===== src/rtl/piano_video_pkg.sv =====
// Shared constants and types for the falling-note video path.
// Lane geometry and colours are fixed at elaboration time.
package piano_video_pkg;

    localparam int ACTIVE_H_PIXELS = 1280;
    localparam int ACTIVE_LINES    = 720;
    localparam int NUM_LANES       = 8;
    localparam int LANE_WIDTH      = ACTIVE_H_PIXELS / NUM_LANES;
    localparam int MAX_NOTES       = 16;
    localparam int NOTE_HEIGHT     = 48;
    localparam int SPEED           = 4;
    localparam int MAX_Y           = ACTIVE_LINES + NOTE_HEIGHT;

    localparam int LANE_W = $clog2(NUM_LANES);
    localparam int SLOT_W = $clog2(MAX_NOTES);
    localparam int CNT_W  = $clog2(MAX_NOTES + 1);
    localparam int Y_W    = 11;

    typedef logic [23:0] rgb_t;
    typedef logic [10:0] hpos_t;

    localparam rgb_t LANE_COLOR [NUM_LANES] = '{
        24'hFF4040, 24'hFF9F40, 24'hFFFF40, 24'h40FF40,
        24'h40FFFF, 24'h4080FF, 24'hA040FF, 24'hFF40C0
    };

    localparam rgb_t DIVIDER_COLOR = 24'h404040;

    // Inclusive note column span per lane, leaving a 2-pixel gutter.
    localparam hpos_t LANE_LEFT [NUM_LANES] = '{
        11'd2,   11'd162, 11'd322, 11'd482,
        11'd642, 11'd802, 11'd962, 11'd1122
    };

    localparam hpos_t LANE_RIGHT [NUM_LANES] = '{
        11'd157, 11'd317, 11'd477,  11'd637,
        11'd797, 11'd957, 11'd1117, 11'd1277
    };

    typedef struct packed {
        logic              valid;
        logic [LANE_W-1:0] lane;
        logic [Y_W-1:0]    y;
    } note_slot_t;

endpackage


===== src/rtl/falling_note_renderer_if.sv =====
// Spawn handshake between the song sequencer and the note renderer.
// The sequencer is the master; the renderer is the slave.
interface falling_note_renderer_if;
    import piano_video_pkg::*;

    logic              spawn_valid_in;
    logic [LANE_W-1:0] spawn_lane_in;
    logic              spawn_ready_out;

    modport master (
        output spawn_valid_in,
        output spawn_lane_in,
        input  spawn_ready_out
    );

    modport slave (
        input  spawn_valid_in,
        input  spawn_lane_in,
        output spawn_ready_out
    );

endinterface


===== src/rtl/falling_note_renderer_note_slot_table.sv =====
// Note slot table: spawn accept, per-frame fall, expiry and occupancy.
// Frame update and spawn never coincide since spawns are refused on nf.
module note_slot_table
    import piano_video_pkg::*;
(
    input  logic                          pixel_clk_in,
    input  logic                          rst_in,
    input  logic                          nf_in,
    falling_note_renderer_if.slave        spawn,
    output note_slot_t [MAX_NOTES-1:0]    slots_out,
    output logic                          miss_out,
    output logic [CNT_W-1:0]              active_count_out
);

    note_slot_t [MAX_NOTES-1:0] slots_q;
    note_slot_t [MAX_NOTES-1:0] slots_d;
    logic                       free_any;
    logic [SLOT_W-1:0]          free_idx;
    logic                       ready;
    logic                       accept;
    logic                       expire_any;
    logic [CNT_W-1:0]           count_d;

    // Priority encoder: lowest-index free slot.
    always_comb begin
        free_any = 1'b0;
        free_idx = '0;
        for (int i = MAX_NOTES - 1; i >= 0; i--) begin
            if (!slots_q[i].valid) begin
                free_any = 1'b1;
                free_idx = SLOT_W'(i);
            end
        end
    end

    assign ready  = ~rst_in & free_any & ~nf_in;
    assign accept = spawn.spawn_valid_in & ready;
    assign spawn.spawn_ready_out = ready;

    // Next table: fall or expire on nf, load new note on accept.
    always_comb begin
        slots_d    = slots_q;
        expire_any = 1'b0;
        count_d    = '0;
        for (int i = 0; i < MAX_NOTES; i++) begin
            if (nf_in && slots_q[i].valid) begin
                if (slots_q[i].y + Y_W'(SPEED) >= Y_W'(MAX_Y)) begin
                    slots_d[i] = '0;
                    expire_any = 1'b1;
                end else begin
                    slots_d[i].y = slots_q[i].y + Y_W'(SPEED);
                end
            end
            if (accept && free_idx == SLOT_W'(i)) begin
                slots_d[i].valid = 1'b1;
                slots_d[i].lane  = spawn.spawn_lane_in;
                slots_d[i].y     = '0;
            end
            count_d = count_d + CNT_W'(slots_d[i].valid);
        end
    end

    // Table, miss pulse and occupancy registers.
    always_ff @(posedge pixel_clk_in) begin
        if (rst_in) begin
            slots_q          <= '0;
            miss_out         <= 1'b0;
            active_count_out <= '0;
        end else begin
            slots_q          <= slots_d;
            miss_out         <= expire_any;
            active_count_out <= count_d;
        end
    end

    assign slots_out = slots_q;

endmodule


===== src/rtl/falling_note_renderer.sv =====
// Falling-note renderer: slot table plus a 2-stage pixel pipeline.
// Syncs travel through the same two registers as the colour.
module falling_note_renderer
    import piano_video_pkg::*;
(
    input  logic                   pixel_clk_in,
    input  logic                   rst_in,
    input  logic [10:0]            hcount_in,
    input  logic [9:0]             vcount_in,
    input  logic                   hs_in,
    input  logic                   vs_in,
    input  logic                   ad_in,
    input  logic                   nf_in,
    falling_note_renderer_if.slave spawn,
    output logic [7:0]             red_out,
    output logic [7:0]             green_out,
    output logic [7:0]             blue_out,
    output logic                   hs_out,
    output logic                   vs_out,
    output logic                   ad_out,
    output logic                   miss_out,
    output logic [CNT_W-1:0]       active_count_out
);

    note_slot_t [MAX_NOTES-1:0] slots;

    note_slot_table u_table (
        .pixel_clk_in     (pixel_clk_in),
        .rst_in           (rst_in),
        .nf_in            (nf_in),
        .spawn            (spawn),
        .slots_out        (slots),
        .miss_out         (miss_out),
        .active_count_out (active_count_out)
    );

    logic [Y_W-1:0]    vpos;
    logic              hit_d;
    logic [LANE_W-1:0] lane_d;
    logic              div_d;
    logic              hit_q;
    logic [LANE_W-1:0] lane_q;
    logic              div_q;
    logic              hs_q;
    logic              vs_q;
    logic              ad_q;
    rgb_t              rgb_d;
    rgb_t              rgb_q;

    assign vpos = {1'b0, vcount_in};

    // Stage 1 hit test; the lowest-index hitting slot picks the lane.
    always_comb begin
        hit_d  = 1'b0;
        lane_d = '0;
        div_d  = 1'b0;
        for (int i = MAX_NOTES - 1; i >= 0; i--) begin
            if (slots[i].valid &&
                hcount_in >= LANE_LEFT[slots[i].lane] &&
                hcount_in <= LANE_RIGHT[slots[i].lane] &&
                vpos < slots[i].y &&
                vpos + Y_W'(NOTE_HEIGHT) >= slots[i].y) begin
                hit_d  = 1'b1;
                lane_d = slots[i].lane;
            end
        end
        for (int l = 0; l < NUM_LANES; l++) begin
            if (hcount_in == LANE_LEFT[l] - 11'd2) begin
                div_d = 1'b1;
            end
        end
    end

    // Stage 2 colour select.
    always_comb begin
        rgb_d = '0;
        if (ad_q) begin
            if (hit_q) begin
                rgb_d = LANE_COLOR[lane_q];
            end else if (div_q) begin
                rgb_d = DIVIDER_COLOR;
            end
        end
    end

    // Pipeline registers for hit info, colour and syncs.
    always_ff @(posedge pixel_clk_in) begin
        if (rst_in) begin
            hit_q  <= 1'b0;
            lane_q <= '0;
            div_q  <= 1'b0;
            hs_q   <= 1'b0;
            vs_q   <= 1'b0;
            ad_q   <= 1'b0;
            rgb_q  <= '0;
            hs_out <= 1'b0;
            vs_out <= 1'b0;
            ad_out <= 1'b0;
        end else begin
            hit_q  <= hit_d;
            lane_q <= lane_d;
            div_q  <= div_d;
            hs_q   <= hs_in;
            vs_q   <= vs_in;
            ad_q   <= ad_in;
            rgb_q  <= rgb_d;
            hs_out <= hs_q;
            vs_out <= vs_q;
            ad_out <= ad_q;
        end
    end

    assign red_out   = rgb_q[23:16];
    assign green_out = rgb_q[15:8];
    assign blue_out  = rgb_q[7:0];

endmodule

===== src/flat_wrapper.sv =====
// flat-port wrapper written by rule: the top's interface ports become plain ports
module falling_note_renderer_flat import piano_video_pkg::*;
  (pixel_clk_in, rst_in, hcount_in, vcount_in, hs_in, vs_in, ad_in, nf_in, red_out, green_out, blue_out, hs_out, vs_out, ad_out, miss_out, active_count_out, spawn_spawn_valid_in, spawn_spawn_lane_in, spawn_spawn_ready_out);
  falling_note_renderer_if spawn_i ();
  input  logic pixel_clk_in;
  input  logic rst_in;
  input  logic [10:0] hcount_in;
  input  logic [9:0] vcount_in;
  input  logic hs_in;
  input  logic vs_in;
  input  logic ad_in;
  input  logic nf_in;
  output logic [7:0] red_out;
  output logic [7:0] green_out;
  output logic [7:0] blue_out;
  output logic hs_out;
  output logic vs_out;
  output logic ad_out;
  output logic miss_out;
  output logic [CNT_W-1:0] active_count_out;
  input wire logic [$bits(spawn_i.spawn_valid_in)-1:0] spawn_spawn_valid_in;
  input wire logic [$bits(spawn_i.spawn_lane_in)-1:0] spawn_spawn_lane_in;
  output wire logic [$bits(spawn_i.spawn_ready_out)-1:0] spawn_spawn_ready_out;
  assign spawn_i.spawn_valid_in = spawn_spawn_valid_in;
  assign spawn_i.spawn_lane_in = spawn_spawn_lane_in;
  assign spawn_spawn_ready_out = spawn_i.spawn_ready_out;
  falling_note_renderer u_core (.pixel_clk_in(pixel_clk_in), .rst_in(rst_in), .hcount_in(hcount_in), .vcount_in(vcount_in), .hs_in(hs_in), .vs_in(vs_in), .ad_in(ad_in), .nf_in(nf_in), .spawn(spawn_i), .red_out(red_out), .green_out(green_out), .blue_out(blue_out), .hs_out(hs_out), .vs_out(vs_out), .ad_out(ad_out), .miss_out(miss_out), .active_count_out(active_count_out));
endmodule

===== config.mk =====
export PLATFORM = sky130hd
export DESIGN_NAME = falling_note_renderer_flat
export DESIGN_NICKNAME = d
export VERILOG_FILES = /design/src/rtl/piano_video_pkg.sv /design/src/rtl/falling_note_renderer_if.sv /design/src/rtl/falling_note_renderer_note_slot_table.sv /design/src/rtl/falling_note_renderer.sv /design/src/flat_wrapper.sv
export SDC_FILE = /design/constraint.sdc
export NUM_CORES = 1
export LEC_CHECK = 0
export ABC_AREA = 1
export CAP_MARGIN = 5
export CORE_UTILIZATION = 50
export DETAILED_ROUTE_END_ITERATION = 8
export PLACE_DENSITY = 0.69
export SLEW_MARGIN = 20
export SYNTH_ARGS = -nofsm -noshare
export SYNTH_HDL_FRONTEND = slang
export SYNTH_HIERARCHICAL = 1
export SYNTH_SLANG_ARGS = --single-unit

===== constraint.sdc =====
create_clock -name pixel_clk_in -period 5.2 [get_ports pixel_clk_in]
set_clock_uncertainty 0.1 [all_clocks]
set_input_delay 1.04 -clock pixel_clk_in [delete_from_list [all_inputs] [get_ports pixel_clk_in]]
set_output_delay 1.04 -clock pixel_clk_in [all_outputs]
set_load 0.1 [all_outputs]

==> results.md, run 1 <==
- Global Route met3 Usage: 3.19%
- Final instance area: 0.0271 mm2
- Fin. max-slew vios: 0
- Max VDD drop: 187 uV
- Die area: 0.0491 mm2
- RePlAce Congestion: 0.964
- # fillers: 4653
- Vias: 23500
- Reg area: 0.00471 mm2
- Most Crowded Layer GR: met2
- Total detailed-routing wirelength: 73000 um
- Setup TNS: 0 ns
- Post-Synthesis Cells: 3516
- Tmin final: 4.98 ns
- Die H: 222 um
- Avg Inst Size Synth: 6.85 um2
- Dpl cell area: 0.0261 mm2
- Pre-CTS setup slack: -0.610 ns
- TritonCTS buffer count: 29
- Total clock sinks: 235
- Core region area: 0.0476 mm2
- CP Class: reg2reg
- Final Power: 4.90 mW
- WP data required: 5.54 ns
- Worst-case clock buffer depth: 3
- Grt met1 use: 39.5%
- Initial antenna violation count: 1
- Multi-input gate area: 0.0171 mm2
- Total GRT Usage: 29.3%
- Cell accounting for the most synthesized area: ha_1
- LEAKAGE: 12.1 nW
- Max_cap viols: 0
- Slowest-stage cell, CP: fa_1
- FMAX: 201 MHz
- Setup crit start kind: flip-flop
- Finish-stage setup viols: 0
- Starting Density: 50.6%
- Antenna diodes: 0
- Setup slack after layout: 0.225 ns
- DR pass1 iterations: 6
- Most frequent cell after synthesis: nand2_1
- Skew-Pair Late Insertion Delay: 0.59 ns
- Status: completed
- Post-DP HPWL: 57000 um
- I/O Buffers: 64
- CTS tree: yes
- Syn-to-layout area delta: 12.6%
- DRT iter0 DRCs: 1817
- Worst slew pin tran: 0.990 ns
- Sequential cell area fraction in the yosys report: 19.5%
- Hold_buf cts: 0
- IO Pins: 65
- Normalized max-slew margin: 33.8%
- Avg WL per Cell: 17.0 um
- Final cycle utilization of the critical path: 95.7%
- Cell breakdown of the critical path: ha_1 -> nand2_1 -> nor3_4 -> nand3_1 -> xor2_1 -> or2_2 -> nor2_1 -> a21oi_2 -> nand2_1 -> fa_1 -> inv_1 -> fa_1 -> fa_1 -> inv_1 -> fa_1 -> ha_2 -> inv_2 -> fa_2 -> nor2_1
- Element type at the critical path end: flip-flop
- H-tree depth: 1
- Number of global-route vias before repair: 21700
- Worst EP arrival: 5.32 ns
- Synthesized flop and latch total: 235
- Layout cells sized above 1: 7.15%
- Finished Core Util: 57.0%
- Ys flop type: dfxtp_1
- Syn. warnings: 6
- Layout Nets: 4187
- Row count: 80
- Worst path max stage delay: 0.51 ns
- EDFF count, synth: 0
- Cell Pwr Density: 181 mW/mm2
- M2 GR Usage: 48.7%
- Synth Cell Area: 0.0241 mm2
- # DRC: 0
- Largest net degree at the start of global routing: 69
- Routed Antenna Nets: 0
- Yosys top cell area share: 24.6%
- Async SR Flop Fraction: 0%
- Synth top cells by count: nand2_1, inv_1, ha_1, nor2_1, a21oi_1
- Top cells by area, synth: ha_1, dfxtp_1, nand2_1
- Final count of hold timing violations: 0
- First-pass GRT wire length: 115000 um
- Worst Path Max Fanout: 5
- Clock Root Buffer: clkbuf_16
- Worst-path clk slew: 0.07 ns
- GR Overflow Total: 0
- DR vias/cell: 5.45
- Die width: 222 um
- Cell mode on critical path: fa_1
- Hold Crit Class: reg2reg
- Unique masters post-synth: 64
-- cell usage in the layout (no fill, tap or decap), drive strengths merged, types with 4 or more instances in the layout --
cell type / Yosys / final
xor2: 63 / 63
a22oi: 16 / 16
nand3: 233 / 233
a21o: 25 / 25
ha: 474 / 474
o211ai: 7 / 7
conb: 1 / 32
a31oi: 7 / 7
o21ai: 185 / 185
clkinv: 1 / 7
o31ai: 4 / 4
nor4: 15 / 15
a21oi: 326 / 326
o21a: 15 / 15
bufinv: 0 / 4
nand4: 86 / 86
nor3: 63 / 63
clkdlybuf4s50: 0 / 57
o221ai: 7 / 7
nor2: 348 / 348
clkbuf: 34 / 37
xnor2: 18 / 18
o21bai: 14 / 14
nor3b: 10 / 10
and3: 4 / 4
inv: 509 / 510
dfxtp: 235 / 235
fa: 10 / 10
buf: 58 / 128
a221oi: 10 / 10
nand2: 685 / 685
or2: 12 / 12
nand3b: 6 / 6
a211oi: 15 / 15
-- critical path, delay by kind of cell, from the launching register on --
family                     cells  cell delay (ns)
xor gates and xnor gates       1             0.16
DFF                            1             0.39
adders and majority gates      7             2.75
AOI/OAI and AO/OA              1             0.06
buffers and inverters          3             0.19
and+or+nand+nor                7             1.19
-- kinds of logic after synthesis --
family,share of synthesized area [%]
xor+xnor,2.94
simple gates,26.8
compound gates,15.1
fa+ha+maj,25.4
buf+inv,10.2
other cells,0.0156
flops,19.5
-- metrics by stage --
| step | hold slack, ns | std cells |
|---|---|---|
| 6_report | 0.302 | 4305 |
| 3_3_place_gp | 0.290 | 4256 |
| 2_1_floorplan | 0.288 | 3547 |
| 4_1_cts | 0.304 | 4305 |
| 5_1_grt | 0.323 | 4305 |
| 3_5_place_dp | 0.296 | 4256 |
-- path summary, 6_finish.rpt --
check,endpoint,start,slack (ns),cells after the start
setup / recovery,u_core/u_table/active_count_out[1],u_core/u_table/slots_out[2],0.22,19
hold / removal,u_core/hs_out,u_core/hs_q,0.30,2
setup reg to reg,u_core/u_table/active_count_out[1],u_core/u_table/slots_out[2],0.22,19
hold reg to reg,u_core/hs_out,u_core/hs_q,0.30,2
-- layout make-up --
cell class | count | area share, %
multi-input combinational | 2710 | 63.2
sequential | 235 | 17.3
inverter | 510 | 7.15
timing repair buffer | 186 | 5.85
clock buffer | 37 | 2.97
tap | 615 | 2.84
clock inverter | 12 | 0.655
-- state kept, by name (all words and copies together) (netlist names) --
| signal | cells |
|---|---|
| u_core/u_table/slots_out | 208 |
| u_core/rgb_q | 10 |
| u_core/u_table/active_count_out | 5 |
| u_core/lane_q | 3 |
| u_core/ad_out | 1 |
| u_core/ad_q | 1 |
| u_core/div_q | 1 |
| u_core/hit_q | 1 |
| u_core/hs_out | 1 |
| u_core/hs_q | 1 |
| u_core/u_table/miss_out | 1 |
| u_core/vs_out | 1 |
| u_core/vs_q | 1 |
-- metal layers --
layer | wire [um] | vias up
met2 | 32700 | 615
met4 | 2430 | 0
met1 | 33400 | 10600
met5 | 0 | -
met3 | 4520 | 133
li1 | - | 12100
-- where the power goes --
| part | total (mW) | switching [mW] | internal, mW |
|---|---|---|---|
| Sequential | 1.81 | 0.00571 | 1.81 |
| Clock | 2.14 | 0.855 | 1.28 |
| Combinational | 0.954 | 0.602 | 0.351 |
| Total | 4.90 | 1.46 | 3.44 |
-- what timing repair did --
action                     in CTS  in global routing
setup buffers                   0                  0
resized for setup               1                 14
setup endpoints to repair       1                  4
pin swaps                       0                  1
No activity file was read; power rests on OpenSTA's default activity.
==> run 2: changes to the inputs <==
- CELL_PAD_IN_SITES_DETAIL_PLACEMENT: unset -> 1
- CELL_PAD_IN_SITES_GLOBAL_PLACEMENT: unset -> 1
- CORE_UTILIZATION: 50 -> 42
- PLACE_DENSITY: 0.69 -> unset
- PLACE_DENSITY_LB_ADDON: unset -> 0.1
- SLEW_MARGIN: 20 -> 15
==> results.md, run 2 (synthesized netlist as in run 1, its figures left out) <==
- Status: completed (unchanged)
- Initial antenna violation count: 1 (unchanged)
- Layout Nets: 4200 (was 4187)
- Max VDD drop: 265 uV (was 187 uV)
- Met2 routed WL: 42100 um (was 32700 um)
- RR Startpoint: u_core/u_table/slots_out[179] (was u_core/u_table/slots_out[2])
- Inst Count DP: 4401 (was 4256)
- Hold Crit Endpoint: u_core/hs_out (unchanged)
- Worst Path Max Fanout: 5 (unchanged)
- Min Hold Slack: 0.300 ns (was 0.302 ns)
- Max_cap viols: 0 (unchanged)
- Routed Antenna Nets: 0 (unchanged)
- Finished Core Util: 48.8% (was 57.0%)
- Layout cells sized above 1: 7.82% (was 7.15%)
- DRT iter0 DRCs: 1477 (was 1817)
- Finish-stage setup viols: 0 (unchanged)
- Total GRT Usage: 30.5% (was 29.3%)
- Fin. max-slew vios: 0 (unchanged)
- Final count of hold timing violations: 0 (unchanged)
- Worst-path clk slew: 0.06 ns (was 0.07 ns)
- TritonCTS buffer count: 34 (was 29)
- CP Depth: 23 (was 19)
- Core region area: 0.0565 mm2 (was 0.0476 mm2)
- H-tree depth: 2 (was 1)
- Post-DP HPWL: 71000 um (was 57000 um)
- IO Pins: 65 (unchanged)
- LEAKAGE: 12.2 nW (was 12.1 nW)
- WP data required: 5.56 ns (was 5.54 ns)
- DR pass1 iterations: 7 (was 6)
- Largest net degree at the start of global routing: 57 (was 69)
- Met3 wire len: 4360 um (was 4520 um)
- Worst EP arrival: 5.42 ns (was 5.32 ns)
- Cell mode on critical path: fa_1 (unchanged)
- Slowest-stage cell, CP: fa_1 (unchanged)
- Hold_buf cts: 0 (unchanged)
- Worst-case clock buffer depth: 3 (unchanged)
- Element type at the critical path end: flip-flop (unchanged)
- Normalized max-slew margin: 33.6% (was 33.8%)
- Worst path bufs/invs: 8 (was 3)
- Cell breakdown of the critical path: buf_4 -> nand4_1 -> nor2_1 -> a31o_4 -> nor2_1 -> inv_1 -> buf_4 -> nor2_4 -> buf_4 -> nand2_1 -> nand2_1 -> inv_1 -> fa_1 -> fa_1 -> fa_1 -> inv_1 -> fa_1 -> ha_2 -> inv_2 -> fa_2 -> inv_2 -> a21oi_2 -> nor3_1 (was ha_1 -> nand2_1 -> nor3_4 -> nand3_1 -> xor2_1 -> or2_2 -> nor2_1 -> a21oi_2 -> nand2_1 -> fa_1 -> inv_1 -> fa_1 -> fa_1 -> inv_1 -> fa_1 -> ha_2 -> inv_2 -> fa_2 -> nor2_1)
- I/O Buffers: 64 (unchanged)
- FF-to-FF setup slack: 0.14 ns (was 0.22 ns)
- Die H: 242 um (was 222 um)
- GR Overflow Total: 0 (unchanged)
- # DRC: 0 (unchanged)
- Total clock sinks: 235 (unchanged)
- Die area: 0.0583 mm2 (was 0.0491 mm2)
- First-pass GRT wire length: 141000 um (was 115000 um)
- Clock Root Buffer: clkbuf_16 (unchanged)
- CTS tree: yes (unchanged)
- Avg WL per Cell: 20.2 um (was 17.0 um)
- CP Class: reg2reg (unchanged)
- Hold Crit Class: reg2reg (unchanged)
- Worst slew pin tran: 0.993 ns (was 0.990 ns)
- Hold path startpoint: u_core/hs_q (unchanged)
- Total detailed-routing wirelength: 90100 um (was 73000 um)
- Die width: 242 um (was 222 um)
- Worst path max stage delay: 0.53 ns (was 0.51 ns)
- DR vias/cell: 5.62 (was 5.45)
- RePlAce Congestion: 0.914 (was 0.964)
- M1 wire length: 40500 um (was 33400 um)
- Cell Pwr Density: 189 mW/mm2 (was 181 mW/mm2)
- Number of global-route vias before repair: 26400 (was 21700)
- Final cycle utilization of the critical path: 97.2% (was 95.7%)
- Post-route non-filler standard cell count: 4463 (was 4305)
- Setup crit start kind: flip-flop (unchanged)
- Most common cell after layout, fill and taps aside: nand2_1 (unchanged)
- Vias: 25100 (was 23500)
- Max reg flops: 208 (unchanged)
- Row count: 87 (was 80)
- Start point of the critical path: u_core/u_table/slots_out[179] (was u_core/u_table/slots_out[2])
- Hold path cells: 2 (unchanged)
- Skew-Pair Late Insertion Delay: 0.56 ns (was 0.59 ns)
- FMAX: 198 MHz (was 201 MHz)
- Cells on worst reg2reg path: 23 (was 19)
- Syn-to-layout area delta: 14.4% (was 12.6%)
- Starting Density: 42.6% (was 50.6%)
- RR Endpoint: u_core/u_table/active_count_out[4] (was u_core/u_table/active_count_out[1])
- Commonest non-fill, non-tap cells in the layout: nand2_1, inv_1, ha_1 (unchanged)
- Tmin final: 5.06 ns (was 4.98 ns)
- Highest metal used: met5 (was met4)
- Top Family by Delay on Critical Path: adder cells (unchanged)
- Antenna diodes: 0 (unchanged)
==> run 2: report_power, final <==
| part | internal (mW) | switching, mW | leakage (nW) | total [mW] |
|---|---|---|---|---|
| logic | 0.364 | 0.660 | 9.74 | 1.02 |
| registers | 1.81 | 0.00663 | 1.90 | 1.81 |
| clock network | 1.44 | 0.922 | 0.553 | 2.36 |
| total | 3.61 | 1.59 | 12.2 | 5.20 |
==> run 2: per-layer routing <==
metal / track usage [%] / vias to the layer above
li1: - / 12100
met1: 38.6 / 12300
met3: 4.11 / 166
met5: 0 / -
met4: 10.6 / 2
met2: 52.6 / 532
==> run 2: repair_timing <==
item                                    4_1_cts  5_1_grt
buffers inserted                              0        4
gates resized for setup                       2       30
pin swaps                                     0        6
endpoints found under the setup margin        4        4
==> run 2: worst min-delay path, cell delays in order (launching register included) <==
cell and delay [ns]:
dfxtp_1 0.29, inv_1 0.04, nor2_1 0.03
==> run 2: layout make-up <==
cell class              instances  area, um2
clock buffers                  49       1010
well taps                     756        946
fillers                      7361      28900
inverters                     510       1940
repair buffers                194       1650
flip-flops and latches        235       4720
multi-input cells            2710      17200
clock inverters                 9        106
==> run 2: worst max path at each step <==
stage                                         end  slack [ns]
2_1_floorplan  u_core/u_table/active_count_out[1]       -0.02
3_5_place_dp   u_core/u_table/active_count_out[2]       -0.71
5_1_grt        u_core/u_table/active_count_out[4]       -0.06
4_1_cts        u_core/u_table/active_count_out[2]        0.01
3_3_place_gp   u_core/u_table/active_count_out[1]       -0.62
6_report       u_core/u_table/active_count_out[4]        0.14
==> run 2: through the flow <==
stage / total power, mW / cell area, um2 / TNS (ns) / setup WS, ns
2_1_floorplan: 2.47 / 24300 / -0.0261 / -0.0200
6_report: 5.20 / 27600 / 0 / 0.144
3_5_place_dp: 2.86 / 26300 / -3.29 / -0.707
5_1_grt: 5.43 / 27600 / -0.162 / -0.0569
3_3_place_gp: 2.80 / 26300 / -2.65 / -0.616
4_1_cts: 5.24 / 27400 / 0 / 0.0111
==> run 3: changes to the inputs <==
- CORE_MARGIN: unset -> 2
==> results.md, run 3 (synthesized netlist as in run 1, its figures left out) <==
- Status: completed (unchanged)
- Total clock sinks: 235 (unchanged)
- Starting Density: 42.6% (about the same)
- Core region area: 0.0566 mm2 (was 0.0565 mm2)
- I/O Buffers: 64 (unchanged)
- DR pass1 iterations: 5 (was 7)
- # fillers: 7384 (was 7361)
- Routed Antenna Nets: 0 (unchanged)
- H-tree depth: 2 (unchanged)
- Max VDD drop: 206 uV (was 265 uV)
- Max_cap viols: 0 (unchanged)
- Die width: 244 um (was 242 um)
- FMAX: 202 MHz (was 198 MHz)
- Fin. max-slew vios: 0 (unchanged)
- Final count of hold timing violations: 0 (unchanged)
- WP data required: 5.48 ns (was 5.56 ns)
- Avg WL per Cell: 20.4 um (was 20.2 um)
- Max reg flops: 208 (unchanged)
- Clock Root Buffer: clkbuf_16 (unchanged)
- DRT iter0 DRCs: 1385 (was 1477)
- Tmin final: 4.96 ns (was 5.06 ns)
- Setup crit start kind: flip-flop (unchanged)
- Element type at the critical path end: flip-flop (unchanged)
- CTS tree: yes (unchanged)
- Die area: 0.0593 mm2 (was 0.0583 mm2)
- Worst EP arrival: 5.24 ns (was 5.42 ns)
- Most common cell after layout, fill and taps aside: nand2_1 (unchanged)
- IO Pins: 65 (unchanged)
- Hold_buf cts: 0 (unchanged)
- Finished Core Util: 48.6% (was 48.8%)
- First-pass GRT wire length: 143000 um (was 141000 um)
- GR Overflow Total: 0 (unchanged)
- Row count: 87 (unchanged)
- Cell Pwr Density: 186 mW/mm2 (was 189 mW/mm2)
- Post-DP HPWL: 71800 um (was 71000 um)
- Total GRT Usage: 30.3% (was 30.5%)
- Initial antenna violation count: 1 (unchanged)
- Worst-case clock buffer depth: 3 (unchanged)
- TritonCTS buffer count: 34 (unchanged)
- Worst Path Max Fanout: 5 (unchanged)
- Hold Crit Class: reg2reg (unchanged)
- CP Class: reg2reg (unchanged)
- Worst slew pin tran: 0.992 ns (was 0.993 ns)
- Layout Nets: 4206 (was 4200)
- LEAKAGE: 12.2 nW (about the same)
- Commonest non-fill, non-tap cells in the layout: nand2_1, inv_1, ha_1 (unchanged)
- Skew-Pair Late Insertion Delay: 0.55 ns (was 0.56 ns)
- Finish-stage setup viols: 0 (unchanged)
- Vias: 25100 (about the same)
- Normalized max-slew margin: 33.7% (was 33.6%)
- Post-CTS setup repair buffer count: 0 (unchanged)
- Syn-to-layout area delta: 14.3% (was 14.4%)
- DR vias/cell: 5.62 (about the same)
- RePlAce Congestion: 0.906 (was 0.914)
- Dpl cell area: 0.0264 mm2 (was 0.0263 mm2)
- RSZ-0062 raised after global routing: no
- Layout cells sized above 1: 7.76% (was 7.82%)
- Largest net degree at the start of global routing: 59 (was 57)
- Die H: 244 um (was 242 um)
- Final cycle utilization of the critical path: 95.4% (was 97.2%)
- Number of global-route vias before repair: 26700 (was 26400)
- Total detailed-routing wirelength: 91200 um (was 90100 um)
- # DRC: 0 (unchanged)
- Final instance area: 0.0275 mm2 (was 0.0276 mm2)
- Worst-path clk slew: 0.06 ns (about the same)
- Antenna diodes: 0 (unchanged)
## run 3: path summary, 6_finish.rpt
check	from	slack (ns)	depth (start not counted)	end
max	u_core/u_table/slots_out[2]	0.24	20	u_core/u_table/active_count_out[1]
min reg2reg	u_core/hs_q	0.31	2	u_core/hs_out
max reg2reg	u_core/u_table/slots_out[2]	0.24	20	u_core/u_table/active_count_out[1]
min	u_core/hs_q	0.31	2	u_core/hs_out
## run 3: timing repair
| item | in CTS | in global routing |
|---|---|---|
| resized for setup | 3 | 26 |
| endpoints found under the setup margin | 4 | 8 |
| pin swaps | 0 | 4 |
## run 3: power by group
| group | internal, mW | total, mW | switching [mW] |
|---|---|---|---|
| Combinational | 0.367 | 1.03 | 0.664 |
| Sequential | 1.81 | 1.81 | 0.00666 |
| Clock | 1.34 | 2.27 | 0.933 |
| Total | 3.52 | 5.12 | 1.60 |
## run 3: cell type report
cell class                      instances  area, um2  share of cell area [%]
Sequential cell                       235       4710                    17.1
Timing Repair Buffer                  200       1690                    6.14
Clock buffer                           51       1020                    3.69
Tap cell                              756        946                    3.44
Clock inverter                          6       36.3                   0.132
Inverter                              510       1940                    7.04
Multi-Input combinational cell       2710      17200                    62.4
## run 3: per-layer routing
layer | routed length, um | GRT usage [%] | part of all wire (%)
met1 | 42300 | 39.9 | 46
met2 | 42800 | 52.5 | 47
met3 | 3530 | 2.78 | 3.9
met4 | 2520 | 8.97 | 2.8
met5 | 0 | 0 | 0
## run 3: worst max-delay path: stages, from the launching register on
cell and delay (ns):
dfxtp_2 0.37, ha_1 0.18, nand2_1 0.12, nor3_4 0.24, xor2_1 0.25, nand2_1 0.11, inv_1 0.06, or2_2 0.13
nor2_1 0.06, a21oi_2 0.13, nand2_1 0.10, fa_1 0.54, inv_1 0.07, fa_1 0.46, fa_1 0.54, inv_1 0.06
fa_1 0.49, ha_2 0.19, inv_2 0.04, fa_2 0.51, nor2_1 0.04
## run 3: per-stage QoR
stage / power, mW / hold WS (ns) / setup slack (ns) / TNS [ns] / cells
5_1_grt: 5.35 / 0.323 / 0.00108 / 0 / 4468
6_report: 5.12 / 0.305 / 0.240 / 0 / 4468
3_5_place_dp: 2.87 / 0.301 / -0.681 / -4.18 / 4411
3_3_place_gp: 2.80 / 0.298 / -0.610 / -3.09 / 4411
2_1_floorplan: 2.47 / 0.288 / -0.0200 / -0.0261 / 3547
4_1_cts: 5.15 / 0.307 / 0.0387 / 0 / 4468
